==> config.mk <==
export PLATFORM = sky130hd
export DESIGN_NAME = exe_slice_seq
export DESIGN_NICKNAME = d
export VERILOG_FILES = /design/src/rtl/exe_slice_seq_pkg.sv /design/src/rtl/exe_slice_seq_alu_slice.sv /design/src/rtl/exe_slice_seq.sv
export SDC_FILE = /design/constraint.sdc
export NUM_CORES = 1
export LEC_CHECK = 0
export ABC_CLOCK_PERIOD_IN_PS = 5600
export CAP_MARGIN = 20
export CELL_PAD_IN_SITES_DETAIL_PLACEMENT = 2
export CELL_PAD_IN_SITES_GLOBAL_PLACEMENT = 2
export CORE_MARGIN = 5
export CORE_UTILIZATION = 31
export CTS_CLUSTER_SIZE = 40
export DETAILED_ROUTE_END_ITERATION = 7
export PLACE_DENSITY = 0.95
export SYNTH_ARGS = -nofsm -noshare
export SYNTH_HDL_FRONTEND = slang
export SYNTH_SLANG_ARGS = --single-unit
==> constraint.sdc <==
create_clock -name clk -period 5.6 [get_ports clk]
set_input_delay 1.12 -clock clk [delete_from_list [all_inputs] [get_ports clk]]
set_output_delay 1.12 -clock clk [all_outputs]
set_load 0.02 [all_outputs]
==> src/rtl/exe_slice_seq_pkg.sv <==
// Shared types for the bit-serial execute/writeback sequencer and its decode stage.
package exe_slice_seq_pkg;

   typedef enum logic [2:0] {
      ALU_ADD,
      ALU_SUB,
      ALU_AND,
      ALU_OR,
      ALU_XOR,
      ALU_EQ,
      ALU_LT,
      ALU_LTU
   } alu_op_e;

   typedef enum logic [1:0] {
      WB_SEL_ALU = 2'd0,
      WB_SEL_LSU = 2'd1,
      WB_SEL_WB  = 2'd2
   } wb_sel_e;

   // Compare ops produce a flag only and never write the register file.
   function automatic logic is_cmp(alu_op_e op);
      return op inside {ALU_EQ, ALU_LT, ALU_LTU};
   endfunction

   // Ops that compute a - b (inverted b, carry-in 1 on the first slice).
   function automatic logic uses_sub(alu_op_e op);
      return op inside {ALU_SUB, ALU_EQ, ALU_LT, ALU_LTU};
   endfunction

endpackage

==> src/rtl/exe_slice_seq_alu_slice.sv <==
// One SLICE_W-wide slice of the serial ALU; carry is chained by the caller.
module exe_slice_seq_alu_slice
   import exe_slice_seq_pkg::*;
#(
   parameter int unsigned SLICE_W = 16
) (
   input  alu_op_e              op,
   input  logic [SLICE_W-1:0]   a,
   input  logic [SLICE_W-1:0]   b,
   input  logic                 cin,
   output logic [SLICE_W-1:0]   result,
   output logic                 cout,
   output logic                 ovf,
   output logic                 eq
);

   logic [SLICE_W-1:0] b_eff;
   logic [SLICE_W:0]   sum;

   // Adder/subtractor plus logic ops; overflow is only meaningful on the top slice.
   always_comb begin
      b_eff  = uses_sub(op) ? ~b : b;
      sum    = {1'b0, a} + {1'b0, b_eff} + {{SLICE_W{1'b0}}, cin};
      ovf    = (a[SLICE_W-1] == b_eff[SLICE_W-1]) && (sum[SLICE_W-1] != a[SLICE_W-1]);
      eq     = (a == b);
      cout   = 1'b0;
      result = sum[SLICE_W-1:0];
      case (op)
         ALU_AND: result = a & b;
         ALU_OR:  result = a | b;
         ALU_XOR: result = a ^ b;
         default: begin
            result = sum[SLICE_W-1:0];
            cout   = sum[SLICE_W];
         end
      endcase
   end

endmodule

==> src/rtl/exe_slice_seq.sv <==
// Bit-serial execute/writeback sequencer: one instruction as NSLICE slices, LSB first.
module exe_slice_seq
   import exe_slice_seq_pkg::*;
#(
   parameter int unsigned DAT_W = 32,
   parameter int unsigned SLICE_W = 16,
   localparam int unsigned NSLICE = DAT_W / SLICE_W,
   localparam int unsigned IDX_W = (NSLICE > 1) ? $clog2(NSLICE) : 1
) (
   input  logic               clk,
   input  logic               rst,
   input  logic               valid_i,
   output logic               ready_o,
   input  alu_op_e            op_i,
   input  logic               cmp_flip_i,
   input  wb_sel_e            wb_sel_i,
   input  logic               rf_write_i,
   input  logic [DAT_W-1:0]   wb_data_i,
   input  logic [SLICE_W-1:0] a_slice_i,
   input  logic [SLICE_W-1:0] b_slice_i,
   output logic [IDX_W-1:0]   slice_idx_o,
   output logic               lsu_req_o,
   input  logic               lsu_valid_i,
   input  logic               lsu_err_i,
   input  logic [DAT_W-1:0]   lsu_data_i,
   output logic               rf_we_o,
   output logic [SLICE_W-1:0] rf_wdata_o,
   output logic               cmp_result_o,
   output logic               cmp_valid_o,
   output logic               done_o,
   output logic               err_o
);

   if ((DAT_W % SLICE_W) != 0) begin : g_bad_slice_w
      $error("SLICE_W must divide DAT_W");
   end

   localparam logic [IDX_W-1:0] LAST_IDX = IDX_W'(NSLICE - 1);

   typedef enum logic [1:0] {StIdle, StLsuWait, StRun} state_e;

   state_e             state_q, state_d;
   logic [IDX_W-1:0]   idx_q;
   logic               carry_q, eq_q;
   alu_op_e            op_q;
   logic               flip_q, rf_write_q;
   wb_sel_e            wb_sel_q;
   logic [DAT_W-1:0]   wb_data_q, ld_data_q;
   logic               cmp_result_q, cmp_valid_q, done_q, err_q;

   logic [SLICE_W-1:0] alu_res;
   logic               alu_cout, alu_ovf, alu_eq;
   logic               last_slice, cmp_raw;
   logic [SLICE_W-1:0] wb_slice;

   exe_slice_seq_alu_slice #(
      .SLICE_W (SLICE_W)
   ) u_alu_slice (
      .op     (op_q),
      .a      (a_slice_i),
      .b      (b_slice_i),
      .cin    (carry_q),
      .result (alu_res),
      .cout   (alu_cout),
      .ovf    (alu_ovf),
      .eq     (alu_eq)
   );

   assign last_slice = (idx_q == LAST_IDX);

   // Next-state decode and the compare flag as seen on the final slice.
   always_comb begin
      state_d = state_q;
      cmp_raw = 1'b0;
      case (state_q)
         StIdle:    if (valid_i) state_d = (wb_sel_i == WB_SEL_LSU) ? StLsuWait : StRun;
         StLsuWait: if (lsu_valid_i) state_d = lsu_err_i ? StIdle : StRun;
         StRun:     if (last_slice) state_d = StIdle;
         default:   state_d = StIdle;
      endcase
      case (op_q)
         ALU_EQ:  cmp_raw = eq_q & alu_eq;
         ALU_LT:  cmp_raw = alu_res[SLICE_W-1] ^ alu_ovf;
         ALU_LTU: cmp_raw = ~alu_cout;
         default: cmp_raw = 1'b0;
      endcase
   end

   // FSM state register.
   always_ff @(posedge clk) begin
      if (rst) state_q <= StIdle;
      else     state_q <= state_d;
   end

   // Operand latching, slice counter, carry/eq chaining and the registered pulses.
   always_ff @(posedge clk) begin
      if (rst) begin
         idx_q        <= '0;
         carry_q      <= 1'b0;
         eq_q         <= 1'b1;
         op_q         <= ALU_ADD;
         flip_q       <= 1'b0;
         wb_sel_q     <= WB_SEL_ALU;
         rf_write_q   <= 1'b0;
         wb_data_q    <= '0;
         ld_data_q    <= '0;
         cmp_result_q <= 1'b0;
         cmp_valid_q  <= 1'b0;
         done_q       <= 1'b0;
         err_q        <= 1'b0;
      end else begin
         cmp_valid_q <= 1'b0;
         done_q      <= 1'b0;
         err_q       <= 1'b0;
         case (state_q)
            StIdle: begin
               if (valid_i) begin
                  op_q       <= op_i;
                  flip_q     <= cmp_flip_i;
                  wb_sel_q   <= wb_sel_i;
                  rf_write_q <= rf_write_i;
                  wb_data_q  <= wb_data_i;
                  idx_q      <= '0;
                  // Carry-in of slice 0 is preloaded here so the ALU always reads carry_q.
                  carry_q    <= uses_sub(op_i);
                  eq_q       <= 1'b1;
               end
            end
            StLsuWait: begin
               if (lsu_valid_i) begin
                  if (lsu_err_i) err_q     <= 1'b1;
                  else           ld_data_q <= lsu_data_i;
               end
            end
            StRun: begin
               carry_q <= alu_cout;
               eq_q    <= eq_q & alu_eq;
               if (last_slice) begin
                  idx_q  <= '0;
                  done_q <= 1'b1;
                  if (is_cmp(op_q)) begin
                     cmp_valid_q  <= 1'b1;
                     cmp_result_q <= cmp_raw ^ flip_q;
                  end
               end else begin
                  idx_q <= idx_q + IDX_W'(1);
               end
            end
            default: ;
         endcase
      end
   end

   // Writeback source select; write data is forced to zero when no write is issued.
   always_comb begin
      wb_slice = alu_res;
      unique case (wb_sel_q)
         WB_SEL_ALU: wb_slice = alu_res;
         WB_SEL_LSU: wb_slice = ld_data_q[idx_q*SLICE_W +: SLICE_W];
         WB_SEL_WB:  wb_slice = wb_data_q[idx_q*SLICE_W +: SLICE_W];
         default:    wb_slice = alu_res;
      endcase
      // rst gates the write in the reset cycle itself, before the state has cleared.
      rf_we_o    = (state_q == StRun) && rf_write_q && !is_cmp(op_q) && !rst;
      rf_wdata_o = rf_we_o ? wb_slice : '0;
   end

   assign ready_o      = (state_q == StIdle);
   assign lsu_req_o    = (state_q == StLsuWait);
   assign slice_idx_o  = idx_q;
   assign cmp_result_o = cmp_result_q;
   assign cmp_valid_o  = cmp_valid_q;
   assign done_o       = done_q;
   assign err_o        = err_q;

endmodule

==> results.sh <==
export IMPL_syn_to_final_growth_pct=35.1
export IMPL_grt_pass1_wl_um=34100
export IMPL_critPathLaunchType="input pin"
export IMPL_rsz0062_at_grt="no"
export IMPL_yosys_register_bits=80
export IMPL_path_cells="clkdlybuf4s50_1 > xnor2_1 > ha_1 > a2111oi_0 > a21boi_1 > a221o_1 > a21boi_1 > xor2_1 > o21ai_0 > clkdlybuf4s50_1"
export IMPL_instances_no_fill=1025
export IMPL_postCtsHoldBufs=0
export IMPL_cpMaxStageDelayCell="clkdlybuf4s50_1"
export IMPL_rows=48
export IMPL_outcome="completed"
export IMPL_port_buffers=131
export IMPL_grt_max_degree=81
export IMPL_netlist_instances=679
export IMPL_synth_distinct_cells=67
export IMPL_place_congestion=0.851
export IMPL_drc=0
export IMPL_drt_total_wl_um=21900
export IMPL_core_area_sq_um=17100
export IMPL_max_clock_path_buffers=2
export IMPL_synth_top_family_by_area="compound AO/OA/AOI/OAI gates"
export IMPL_critical_path_class="in -> out"
export IMPL_cts_buffers=9
export IMPL_p_switching_mw=0.538
export IMPL_cp_top_family="compound AO/OA/AOI/OAI gates"
export IMPL_rr_worst_depth=14
export IMPL_htree_levels=3
export IMPL_synth_fa_ha_area_share_pct=11.9
export IMPL_clk_latency_ns=0.34
export IMPL_crit_required_ns=4.48
export IMPL_synth_seq_area_share_pct=29.8
export IMPL_critPathCaptureType="output port"
export IMPL_wl_met3_um=1120
export IMPL_antenna_found_initial=2
export IMPL_grt_total_usage_pct=21.7
export IMPL_timing_slew_headroom_pct=38.7
export IMPL_grt_overflow_total=0
export IMPL_synthXorXnorAreaFrac_pct=4.24
export IMPL_cts_tree="done"
export IMPL_tightest_slew_ns=0.920
export IMPL_n_antenna_cell=0
export IMPL_wl_met2_um=11100
export IMPL_hold_ws_ns=0.459
export IMPL_rr_startpoint="op_q[2]"
export IMPL_ant_nets=0
export IMPL_p_per_area_nw_per_um2=249
export IMPL_drive_gt1_share_pct=8.63
export IMPL_clock_sinks=80
export IMPL_p_seq_share_pct=33.8
export IMPL_clock_skew_ns=0.00599
export IMPL_p_sw_share_pct=29.9
export IMPL_io_pins=132
export IMPL_crit_arrival_ns=4.35
export IMPL_reg2reg_to="cmp_result_o"
export IMPL_min_path_type="reg -> reg"
export IMPL_leakage_nw=2.86
export IMPL_place_hpwl_um=16100
export IMPL_r2r_slack_ns=2.23
export IMPL_highest_layer="met5"
export IMPL_synth_compound_area_share_pct=21.8
export IMPL_synth_edff_count=0
export IMPL_ir_worst_vdd_v=0.000125
export IMPL_multi_input_area_sq_um=3440
export IMPL_max_cap_violations=0
export IMPL_internal_power_mw=1.27
export IMPL_dr_pass1_iters=4
export IMPL_synth_most_common_cell="nand2_1"
export IMPL_ys_warnings_count=0
export IMPL_cp_max_fo=5
export IMPL_fp_dieArea_sq_um=20100
export IMPL_p_total_mw=1.80
export IMPL_synth_top_cells_by_count="nand2_1, a21oi_1, dfxtp_1"
export IMPL_syn_avg_cell_area_sq_um=7.91
export IMPL_slew_viol_final=0
export IMPL_syn_nets=837
export IMPL_via_count=5517
export IMPL_wire_per_inst_um=21.3
export IMPL_vias_per_cell=5.38
export IMPL_synth_top_area_share_pct=29.8
export IMPL_crit_end="rf_wdata_o[13]"
export IMPL_die_x_um=142
export IMPL_clockPowerShare_pct=37.5
export IMPL_pre_cts_ws_ns=-0.0833
export IMPL_timing_final_crit_share_pct=97.7
export IMPL_startpoint="b_slice_i[4]"
export IMPL_syn_cell_area_sq_um=5370
export IMPL_cp_depth=10
export IMPL_start_util_pct=31.4
export IMPL_fmax_mhz=183
export IMPL_grt_pass1_vias=6264
export IMPL_power_frac_comb_pct=28.6
export IMPL_drt_met1_wl_um=9010
export IMPL_final_setup_viol_count=0
export IMPL_post_place_cells=1009
export IMPL_slowest_delay_ns=0.65
export IMPL_worst_path_buf_inv=2
export IMPL_yosys_most_used_dff="dfxtp_1"
export IMPL_synthArstFlopShare_pct=0
export IMPL_yosys_area_share_simple_pct=18.8
export IMPL_cts_clk_slew_worst_paths_ns=0.06
export IMPL_num_nets_final=953
export IMPL_seqCellArea_sq_um=1600
export IMPL_setup_slack_ns=0.131
export IMPL_synth_area_mux_share_pct=7.11
export IMPL_period_needed_ns=5.47
export IMPL_die_y_um=142
export IMPL_utilization_pct=42.4
export IMPL_finalHoldViolCount=0
export IMPL_yosysTopAreaCell="dfxtp_1"
export IMPL_drtIter0Drc=223
export IMPL_fill_cells=1902
export IMPL_synthTopCellsByArea="dfxtp_1, nand2_1, ha_1"
export IMPL_root_buffer="clkbuf_16"
## tightest hold or removal path, cell delays in order, from the launching register on
cell     delay, ns
dfxtp_1       0.31
nand2_1       0.05
a21oi_1       0.05
## how the worst min path moves through the flow
stage | startpoint | end | slack (ns) | cells past startpoint
CTS | wb_data_q[15] | wb_data_q[15] | 0.47 | 2
detailed placement | wb_data_q[3] | wb_data_q[3] | 0.45 | 2
global placement | wb_data_q[2] | wb_data_q[2] | 0.44 | 2
finish | wb_data_q[15] | wb_data_q[15] | 0.46 | 2
floorplan | ld_data_q[16] | ld_data_q[16] | 0.43 | 2
global route | wb_data_q[8] | wb_data_q[8] | 0.48 | 2
## kinds of logic after synthesis
| kind of cell | Yosys count |
|---|---|
| AND/OR/NAND/NOR | 237 |
| multiplexers | 18 |
| AO/OA/AOI/OAI | 183 |
| flip-flops | 80 |
| adder cells (fa/ha/maj) | 50 |
| buffers and inverters | 85 |
| XOR/XNOR | 26 |
## sequential cells by signal, indices dropped and copies added, names as in the netlist, 2 cells and up
| register | count |
|---|---|
| wb_data_q | 32 |
| ld_data_q | 32 |
| op_q | 3 |
| state_q | 2 |
| wb_sel_q | 2 |
## cells in the final DEF (no fill, tap or decap), drive strengths merged, types with 5 or more instances in the layout
| cell | count |
|---|---|
| o22ai | 10 |
| nor2b | 5 |
| mux4 | 16 |
| a211oi | 5 |
| nand2 | 164 |
| a221oi | 7 |
| ha | 48 |
| nand3 | 5 |
| o21ai | 16 |
| inv | 44 |
| clkbuf | 11 |
| buf | 17 |
| a22oi | 6 |
| a21oi | 92 |
| xor2 | 5 |
| nor3 | 6 |
| nor2 | 31 |
| clkdlybuf4s50 | 125 |
| a21o | 7 |
| o211ai | 5 |
| xnor2 | 21 |
| dfxtp | 80 |
| nor4 | 5 |
## area by class of cell
cell class | count | share of cell area (%)
clock buffers | 11 | 3.21
multi-input cells | 514 | 47.4
flip-flops and latches | 80 | 22.1
clock inverters | 5 | 1.43
inverters | 43 | 2.26
repair buffers | 147 | 19.7
well taps | 225 | 3.88
## power groups by stage
| stage | Combinational, mW | Sequential (mW) | Clock (mW) |
|---|---|---|---|
| 6_report | 0.516 | 0.610 | 0.677 |
| 5_1_grt | 0.560 | 0.613 | 0.715 |
| 4_1_cts | 0.518 | 0.610 | 0.688 |
| 3_5_place_dp | 0.512 | 0.621 | 0 |
| 3_3_place_gp | 0.490 | 0.619 | 0 |
| 2_1_floorplan | 0.304 | 0.615 | 0 |
## repair_timing
| item | 4_1_cts | 5_1_grt |
|---|---|---|
| endpoints found under the setup margin | 3 | 3 |
| endpoints found under the hold margin | 0 | 0 |
| setup buffers | 0 | 0 |
| resized for setup | 3 | 3 |
## routing by layer
layer	global-route usage, %	vias to the layer above
met1	25.6	2710
met2	39.3	154
li1	-	2600
met4	7.93	4
met3	3.57	49
met5	0	-
## through the flow
stage	area, sq um	TNS, ns
after floorplan	5370	0
after global placement	6910	0
after detailed placement	6910	-0.182
after CTS	7240	0
after global routing	7250	0
final	7250	0
Note: power is estimated with default switching activity, not from simulation.
